[config.mk]
export PLATFORM = sky130hd
export DESIGN_NAME = sram_march_bist
export DESIGN_NICKNAME = d
export VERILOG_FILES = /design/src/rtl/sram_march_bist.sv
export SDC_FILE = /design/constraint.sdc
export NUM_CORES = 1
export LEC_CHECK = 0
export ABC_AREA = 1
export CAP_MARGIN = 20
export CORE_UTILIZATION = 25
export CTS_CLUSTER_DIAMETER = 150
export DETAILED_ROUTE_END_ITERATION = 10
export PLACE_DENSITY = 0.47
export SLEW_MARGIN = 20
export SYNTH_ARGS = -nofsm -noshare
export SYNTH_HDL_FRONTEND = slang
export SYNTH_SLANG_ARGS = --single-unit
[constraint.sdc]
create_clock -name wb_clk_i -period 8.7 [get_ports wb_clk_i]
set_clock_uncertainty 0.05 [all_clocks]
set_input_delay 1.74 -clock wb_clk_i [delete_from_list [all_inputs] [get_ports wb_clk_i]]
set_output_delay 1.74 -clock wb_clk_i [all_outputs]
set_load 0.01 [all_outputs]
[src/rtl/sram_march_bist.sv]
// rtl/sram_march_bist.sv - March C- / checkerboard / address-as-data BIST controller for one SRAM macro
module sram_march_bist #(
    parameter int ADDR_WIDTH    = 8,
    parameter int DATA_WIDTH    = 32,
    parameter int DEPTH         = 256,
    parameter int NUM_WMASKS    = 4,
    parameter int READ_LATENCY  = 1,
    parameter int ERR_CNT_WIDTH = 16
) (
    input  logic                     wb_clk_i,
    input  logic                     wb_rst_i,
    input  logic                     start_i,
    input  logic [1:0]               mode_i,
    input  logic                     stop_on_fail_i,
    output logic                     sram_csb_o,
    output logic                     sram_web_o,
    output logic [NUM_WMASKS-1:0]    sram_wmask_o,
    output logic [ADDR_WIDTH-1:0]    sram_addr_o,
    output logic [DATA_WIDTH-1:0]    sram_din_o,
    input  logic [DATA_WIDTH-1:0]    sram_dout_i,
    output logic                     busy_o,
    output logic                     done_o,
    output logic                     fail_o,
    output logic [ERR_CNT_WIDTH-1:0] err_count_o,
    output logic [ADDR_WIDTH-1:0]    first_fail_addr_o,
    output logic [DATA_WIDTH-1:0]    first_fail_data_o
);
    localparam logic [ADDR_WIDTH-1:0] LAST_ADDR = ADDR_WIDTH'(DEPTH - 1);
    localparam logic [DATA_WIDTH-1:0] CB_PAT    = {(DATA_WIDTH/2){2'b01}};
    localparam int                    DCW       = $clog2(READ_LATENCY + 1);

    typedef enum logic [1:0] {S_IDLE, S_RUN, S_DRAIN, S_DONE} state_t;

    state_t                  state;
    logic [1:0]              mode_q;
    logic                    stop_q;
    logic [2:0]              elem;
    logic                    sub;
    logic [ADDR_WIDTH-1:0]   addr;
    logic [DCW-1:0]          drain_cnt;
    logic                    rd_q;
    logic [DATA_WIDTH-1:0]   exp_q;
    logic                    pipe_vld  [READ_LATENCY];
    logic [DATA_WIDTH-1:0]   pipe_exp  [READ_LATENCY];
    logic [ADDR_WIDTH-1:0]   pipe_addr [READ_LATENCY];

    logic                    accept;
    logic                    mism;
    logic [1:0]              cur_mode;
    logic [2:0]              cur_elem;
    logic                    cur_sub;
    logic [ADDR_WIDTH-1:0]   cur_addr;
    logic                    op_read;
    logic                    op_down;
    logic                    nxt_down;
    logic                    last_sub;
    logic                    last_elem;
    logic                    addr_end;
    logic [DATA_WIDTH-1:0]   op_data;

    assign accept       = start_i && (state == S_IDLE || state == S_DONE);
    assign mism         = pipe_vld[READ_LATENCY-1] && (sram_dout_i != pipe_exp[READ_LATENCY-1]);
    assign sram_wmask_o = '1;

    // The first op is issued on the accept edge, so decode from the incoming mode and zeroed counters.
    always_comb begin
        cur_mode  = accept ? ((mode_i == 2'd3) ? 2'd0 : mode_i) : mode_q;
        cur_elem  = accept ? 3'd0 : elem;
        cur_sub   = accept ? 1'b0 : sub;
        cur_addr  = accept ? '0 : addr;
        op_read   = 1'b0;
        op_down   = 1'b0;
        nxt_down  = 1'b0;
        last_sub  = 1'b1;
        last_elem = 1'b0;
        op_data   = '0;
        case (cur_mode)
            2'd1: begin
                op_read   = cur_elem[0];
                last_elem = (cur_elem == 3'd3);
                op_data   = CB_PAT ^ {DATA_WIDTH{cur_addr[0]}} ^ {DATA_WIDTH{cur_elem[1]}};
            end
            2'd2: begin
                op_read   = cur_elem[0];
                last_elem = (cur_elem == 3'd1);
                op_data   = DATA_WIDTH'(cur_addr);
            end
            default: begin
                op_read   = (cur_elem != 3'd0) && !cur_sub;
                last_sub  = (cur_elem == 3'd0) || (cur_elem == 3'd5) || cur_sub;
                last_elem = (cur_elem == 3'd5);
                op_down   = (cur_elem == 3'd3) || (cur_elem == 3'd4);
                nxt_down  = (cur_elem == 3'd2) || (cur_elem == 3'd3);
                op_data   = {DATA_WIDTH{((cur_elem == 3'd1) || (cur_elem == 3'd3)) ? cur_sub :
                                        ((cur_elem == 3'd2) || (cur_elem == 3'd4)) ? ~cur_sub : 1'b0}};
            end
        endcase
        addr_end = op_down ? (cur_addr == '0) : (cur_addr == LAST_ADDR);
    end

    always_ff @(posedge wb_clk_i) begin
        if (wb_rst_i) begin
            state             <= S_IDLE;
            mode_q            <= 2'd0;
            stop_q            <= 1'b0;
            elem              <= 3'd0;
            sub               <= 1'b0;
            addr              <= '0;
            drain_cnt         <= '0;
            rd_q              <= 1'b0;
            exp_q             <= '0;
            sram_csb_o        <= 1'b1;
            sram_web_o        <= 1'b1;
            sram_addr_o       <= '0;
            sram_din_o        <= '0;
            busy_o            <= 1'b0;
            done_o            <= 1'b0;
            fail_o            <= 1'b0;
            err_count_o       <= '0;
            first_fail_addr_o <= '0;
            first_fail_data_o <= '0;
            for (int i = 0; i < READ_LATENCY; i++) begin
                pipe_vld[i]  <= 1'b0;
                pipe_exp[i]  <= '0;
                pipe_addr[i] <= '0;
            end
        end else begin
            pipe_vld[0]  <= rd_q;
            pipe_exp[0]  <= exp_q;
            pipe_addr[0] <= sram_addr_o;
            for (int i = 1; i < READ_LATENCY; i++) begin
                pipe_vld[i]  <= pipe_vld[i-1];
                pipe_exp[i]  <= pipe_exp[i-1];
                pipe_addr[i] <= pipe_addr[i-1];
            end
            rd_q       <= 1'b0;
            sram_csb_o <= 1'b1;
            sram_web_o <= 1'b1;

            if (accept) begin
                mode_q            <= cur_mode;
                stop_q            <= stop_on_fail_i;
                busy_o            <= 1'b1;
                done_o            <= 1'b0;
                fail_o            <= 1'b0;
                err_count_o       <= '0;
                first_fail_addr_o <= '0;
                first_fail_data_o <= '0;
            end else if (mism) begin
                if (err_count_o != '1)
                    err_count_o <= err_count_o + ERR_CNT_WIDTH'(1);
                if (!fail_o) begin
                    fail_o            <= 1'b1;
                    first_fail_addr_o <= pipe_addr[READ_LATENCY-1];
                    first_fail_data_o <= sram_dout_i;
                end
            end

            if (accept || (state == S_RUN && !(mism && stop_q))) begin
                sram_csb_o  <= 1'b0;
                sram_web_o  <= op_read;
                sram_addr_o <= cur_addr;
                sram_din_o  <= op_data;
                rd_q        <= op_read;
                exp_q       <= op_data;
                state       <= S_RUN;
                elem        <= cur_elem;
                sub         <= 1'b0;
                addr        <= cur_addr;
                if (!last_sub) begin
                    sub <= 1'b1;
                end else if (!addr_end) begin
                    addr <= op_down ? cur_addr - ADDR_WIDTH'(1) : cur_addr + ADDR_WIDTH'(1);
                end else if (!last_elem) begin
                    elem <= cur_elem + 3'd1;
                    addr <= nxt_down ? LAST_ADDR : '0;
                end else begin
                    state     <= S_DRAIN;
                    drain_cnt <= DCW'(READ_LATENCY);
                end
            end else if (state == S_RUN) begin
                // Abort one edge after the last issued op, so one fewer drain cycle keeps the same tail.
                state     <= S_DRAIN;
                drain_cnt <= DCW'(READ_LATENCY - 1);
            end else if (state == S_DRAIN) begin
                if (drain_cnt == '0) begin
                    state  <= S_DONE;
                    busy_o <= 1'b0;
                    done_o <= 1'b1;
                end else begin
                    drain_cnt <= drain_cnt - DCW'(1);
                end
            end
        end
    end
endmodule

### After elaboration in Yosys (flattened, before gate mapping)

Memories as Yosys holds them, arrays and structs flattened. A register that Yosys moved wholly into a read port is not among the register bits.
Index checks and enable logic that the tools add are counted.

* flip-flop bits (word level): 112
* memory bits (writable): 41
* input bits: 38
* output and inout port bits: 105
* word-level logic and storage cells: 135
* memories: 3

* add/subtract/negate cells: 5
* equal/unequal tests: 18
* multiplexer cells: 57
* bitwise logic cells: 5
* reductions and logical operators: 30

Memories
* pipe_exp: depth 1, bits a word 32, rd ports 1, clocked after Yosys merged registers in 0, write ports 1, RTL line 44 `logic [DATA_WIDTH-1:0] pipe_exp [READ_LATENCY];`
* pipe_addr: depth 1, bits a word 8, rd ports 1, clocked after Yosys merged registers in 1, write ports 1, RTL line 45 `logic [ADDR_WIDTH-1:0] pipe_addr [READ_LATENCY];`
* pipe_vld: depth 1, bits a word 1, rd ports 1, clocked after Yosys merged registers in 0, write ports 1, RTL line 43 `logic pipe_vld [READ_LATENCY];`

Operators by type and width (count)
* 32-bit case mux with 2 select lines: 1
* 8-bit two-way mux: 7
* 1-bit two-way mux: 34
* 32-bit two-way mux: 1
* 32-bit inequality test: 1
* 32-bit OR reduction: 1
* 32-bit XOR: 1
* 2-bit two-way mux: 9
* 16-bit by 1-bit adder with 16-bit output (second input constant): 1
* 16-bit inequality test (second input constant): 1
* 16-bit NOT: 1
* 3-bit two-way mux: 4
* 8-bit by 1-bit adder with 8-bit output (second input constant): 1
* 2-bit equality test (second input constant): 4
* 8-bit equality test (second input constant): 1
* 8-bit logical NOT: 1
* 1-bit logical OR: 8
* 8-bit OR reduction: 1
* 8-bit by 1-bit subtractor with 8-bit output (second input constant): 1
* 3-bit by 2-bit equality test with 1-bit output (second input constant): 2
* 3-bit equality test (second input constant): 2
* 2-bit inequality test (second input constant): 3
* 2-bit AND reduction: 3
* 3-bit nonzero test: 2
* other kinds (14): 24

### Longest topological paths before layout

* depth in word-level cells: 11
* depth in mapped cells: 22
* depth with buffers taken out: 22

### Worst setup path after synthesis

Ideal clock, no wire load.

* path kind: input -> register
* start: in start_i
* end: reg addr[5]
* setup time: 0.112 ns
* data arrival time: 4.015 ns
* required time: 8.538 ns
* path slack: 4.523 ns
* stages: 19
* buffers on the path: 0
* path through: nand2_2 -> inv_2 -> nor2_1 -> inv_1 -> ha_1 -> inv_1 -> nand3_1 -> nand3_4 -> inv_1 -> ha_1 -> nand2_1 -> o21ai_0 -> a21oi_1 -> nor2_1 -> o21bai_1 -> nand3_1 -> nand2_1 -> nand2_1 -> nand2_1

* cells in the longest elaborated chain, start to end: 9

Ends and longest elaborated chain
* from (decl): RTL line 12 `input logic start_i,`
* 1-bit logical AND *: RTL line 61 `assign accept = start_i && (state == S_IDLE || state == S_DONE);`
* branches (longest 8 deep; another with 8-bit by 1-bit adder with 8-bit output)
* to (signal assigned): RTL line 169 `addr <= cur_addr;`
* to (signal assigned): RTL line 173 `addr <= op_down ? cur_addr - ADDR_WIDTH'(1) : cur_addr + ADDR_WIDTH'(1);`
* to (signal assigned): RTL line 176 `addr <= nxt_down ? LAST_ADDR : '0;`
* to (decl): RTL line 39 `logic [ADDR_WIDTH-1:0] addr;`

Every way passes the cells marked *.
A chain may end at the register's enable or synchronous reset.

### Final worst setup path

* start: in start_i
* end: reg addr[3]

* cells in the longest elaborated chain, start to end: 9

Ends and longest elaborated chain
* 1-bit logical AND *: RTL line 61
* 2-bit two-way mux *: RTL line 67 `cur_mode = accept ? ((mode_i == 2'd3) ? 2'd0 : mode_i) : mode_q;`
* net cur_mode[0]: RTL line 49 `logic [1:0] cur_mode;`
* 2-bit equality test / 2-bit by 1-bit equality test with 1-bit output (equally long branches): RTL line 77 `case (cur_mode)`
* 2-bit OR reduction (no line)
* 1-bit two-way mux: RTL line 77
* 8-bit two-way mux: RTL line 176
* 8-bit two-way mux: RTL line 174 `end else if (!last_elem) begin`
* 8-bit two-way mux: RTL line 172 `end else if (!addr_end) begin`
* 8-bit two-way mux *: RTL line 170 `if (!last_sub) begin`

The timed path passes the listed nets; every way through them passes the cells marked *.

==> results.md <==
| Result | Reported |
|:---|:---|
| Die height | 155 um |
| Fraction of layout instances using a drive strength above 1 | 9.00% |
| Total of max-cap violations | 0 |
| Final critical path time including I/O delays and setup | 4.92 ns |
| Max Fclk | 203 MHz |
| Final setup violation count | 0 |
| Mean number of vias per cell | 4.33 |
| Global router's overall resource usage | 14.6% |
| R2R Path End | addr[3]$_SDFFE_PP0N_ |
| Uppermost metal layer occupied by signal nets | met4 |
| Fraction of post-synthesis cell area in the top cell type by area | 39.9% |
| Simple-gate area share of the yosys netlist | 30.6% |
| Worst EP required | 8.97 ns |
| Power per unit of standard cell area | 229 mW/mm^2 |
| Syn_area_per_cell | 7.32 sq um |
| Hold/Removal Path Class | flop to flop |
| Synth Instances | 802 |
| Result of the run | completed |
| Setup repair after global routing missed its margin | false |
| R2R setup slack | 4.85 ns |
| Antenna violation net count after detailed routing | 0 |
| Number of pins exceeding their max-slew limit in the final report | 0 |
| FF+latch area | 0.00234 sq mm |
| Number of resized instances in the post-cts repair step | 0 |
| Leading area contributor after synthesis | dfxtp_1 |
| Cell types occupying the most area after synthesis | dfxtp_1, nand2_1, nand3_1 |
| Total wire length after detailed routing | 17,100 um |
| Startpoint of the most critical register-to-register path | state[0]$_SDFFE_PP0P_ |
| Grt ovf | 0 |
| Synthesized flop and latch total | 117 |
| First-pass GRT wire length | 27,600 um |
| Pre-antenna DRT Iters | 5 |
| Buffers on Ports | 138 |
| Io pins | 143 |
| Clock Tree Root | clkbuf_16 |
| Clock buffer depth | 2 |
| Initial antenna violation count | 0 |
| Routed length per instance | 13.8 um |
| Hold-critical path endpoint | pipe_vld[0]$_SDFF_PP0_ |
| Length of routed wiring on met1 | 8300 um |
| Count of distinct cell types in the synthesized netlist | 42 |
| Relative slew slack | 29.2% |
| Number of remaining DRC errors | 0 |
| Hold buffer count at CTS | 0 |
| Compound-gate portion of the synthesized area | 10.5% |
| Total of fill cells in the finished design | 2,449 |
| Element type at the critical path start | input pin |
| Sink count of the clock tree | 117 |
| Drt initial violations | 282 |
| Clock buffer count from CTS | 17 |
| Cell area reported after detailed placement | 0.00726 sq mm |
| Worst Path Arrival | 5.19 ns |
| Worst supply voltage drop on vdd | 0.0000948 V |
| Synthesized-area fraction occupied by xor and xnor cells | 3.28% |
| Number of levels in the clock H-tree | 4 |
| Min-delay src | rd_q$_SDFF_PP0_ |
| Portion of netlist area occupied by mux cells | 0% |
| Area growth from synthesis to layout | 35.7% |
| Maximum net fanout on the critical path | 15 |
| Final Hold Vio Count | 0 |
| Register area share after synthesis | 39.9% |
| Final Wtd Congestion | 0.904 |
| Slew at the pin closest to its max-slew limit | 1.06 ns |
| Adder-cell area share of the yosys netlist | 3.11% |
| Via count | 5,353 |
| Number of buffers inserted by post-CTS setup repair | 0 |
| Met3 Routed Length | 846 um |
| Setup Crit Path Kind | input pin to flop |
| Register clock-pin slew on the reported worst setup and hold paths | 0.06 ns |
| Starting density of the core | 25.7% |
| Post-Syn Area | 0.00587 sq mm |
| Largest net degree at the start of global routing | 54 |
| Largest family of logic cells by synthesized area | simple AND/OR/NAND/NOR gates |
| Most common library cell in the layout ignoring fill and taps | nand2_1 |
| Clock tree from TritonCTS | built |
| Net count, final | 961 |
| Worst reg2reg path depth | 18 |
| Post-Layout Inst Area | 0.00797 sq mm |
| Full die area | 0.0241 sq mm |
| Reported leakage power | 3.05 nW |
| Number of warnings reported in the yosys synthesis log | 0 |
| Clock insertion delay at the later pin of the skew report | 0.42 ns |
| Multi-input gate area | 0.00281 sq mm |
| Number of instances on the worst hold path | 2 |
| Die Width | 155 um |
| Row count | 55 |
| DP HPWL | 12,300 um |
| Final setup TNS | 0 ns |
| Endpoint kind of the worst setup timing path | flop |
| Final worst-path cycle share | 56.6% |
| Most frequent cells in the layout | nand2_1, clkdlybuf4s50_1, dfxtp_1 |
| Number of global-route vias before repair | 5,068 |
| Diode insertion count for antenna repair | 0 |
| Total core area | 0.0228 sq mm |
| Met2 wire len | 7690 um |
per-stage QoR:
step                      cells  util (%)  hold slack, ns  power (mW)  setup WS (ns)
after floorplan             805         -           0.338       0.881           4.52
after global placement     1203      31.8           0.344        1.00           3.45
after detailed placement   1203      31.8           0.349       0.998           3.37
after CTS                  1235      34.9           0.359        1.85           3.82
after global routing       1235      34.9           0.396        1.91           3.38
final                      1235      34.9           0.355        1.82           3.78
cells by family (layout without fill, tap and decap cells):
logic type,count (synthesis),count (layout)
simple gates,396,396
buf+inv,141,258
flops,117,117
compound gates,111,111
xor+xnor,22,22
fa+ha+maj,14,14
other cells,1,4
state kept, by name, summed over array words and instances (netlist names), 2 cells and up:
register	cells
addr	8
elem	3
err_count_o	16
exp_q	10
first_fail_addr_o	8
first_fail_data_o	32
mode_q	2
pipe_addr	8
pipe_exp	10
sram_addr_o	8
state	2
Yosys cell counts, drive strengths merged:
library cell,count
nand3,103
nor2,80
a31oi,1
dfxtp,117
o21ai,34
o22ai,8
and2,2
a22o,1
nor3,7
xnor2,6
xor2,16
inv,83
ha,13
nor4,1
clkinv,2
a21oi,63
buf,49
o21bai,1
nand3b,1
nand2,192
conb,1
nand4,10
o211ai,3
fa,1
clkbuf,7
worst max path at each step:
stage	from	endpoint	slack [ns]	cells past startpoint
finish	start_i	addr[3]$_SDFFE_PP0N_	3.78	18
floorplan	start_i	addr[5]$_SDFFE_PP0N_	4.52	19
detailed placement	start_i	addr[5]$_SDFFE_PP0N_	3.37	20
global placement	start_i	addr[3]$_SDFFE_PP0N_	3.45	18
CTS	start_i	addr[5]$_SDFFE_PP0N_	3.82	20
global route	start_i	addr[3]$_SDFFE_PP0N_	3.38	18
where the power goes:
| part | total [mW] | switching, mW | leakage (nW) | internal, mW |
|---|---|---|---|---|
| registers | 0.594 | 0.0233 | 0.945 | 0.570 |
| clock network | 0.839 | 0.259 | 0.335 | 0.580 |
| logic | 0.389 | 0.257 | 1.77 | 0.133 |
critical path, stage by stage:
cell and delay [ns]:
clkdlybuf4s50_1 0.48, nand2_2 0.23, inv_2 0.23, o21ai_0 0.11, o21ai_0 0.14, inv_1 0.09, ha_1 0.47, nand3_4 0.21
inv_1 0.11, ha_1 0.35, nand2_1 0.06, o21ai_0 0.38, xor2_1 0.21, o21ai_1 0.09, nand2_1 0.06, o21ai_0 0.10
nand2_1 0.08, nand2_1 0.05
area by class of cell:
type                    count  share of cell area, %
multi-input cells         547                   35.2
flip-flops and latches    117                   29.4
repair buffers            141                   17.6
clock buffers              19                   5.68
well taps                 313                   4.92
inverters                  85                   4.00
clock inverters            13                   3.16
per-layer routing:
layer,global-route usage [%],up-vias
li1,-,2791
met1,19.6,2411
met2,22.8,131
met3,3.82,20
met4,4.34,0
met5,0,-
No activity file was read; power rests on OpenSTA's default activity.
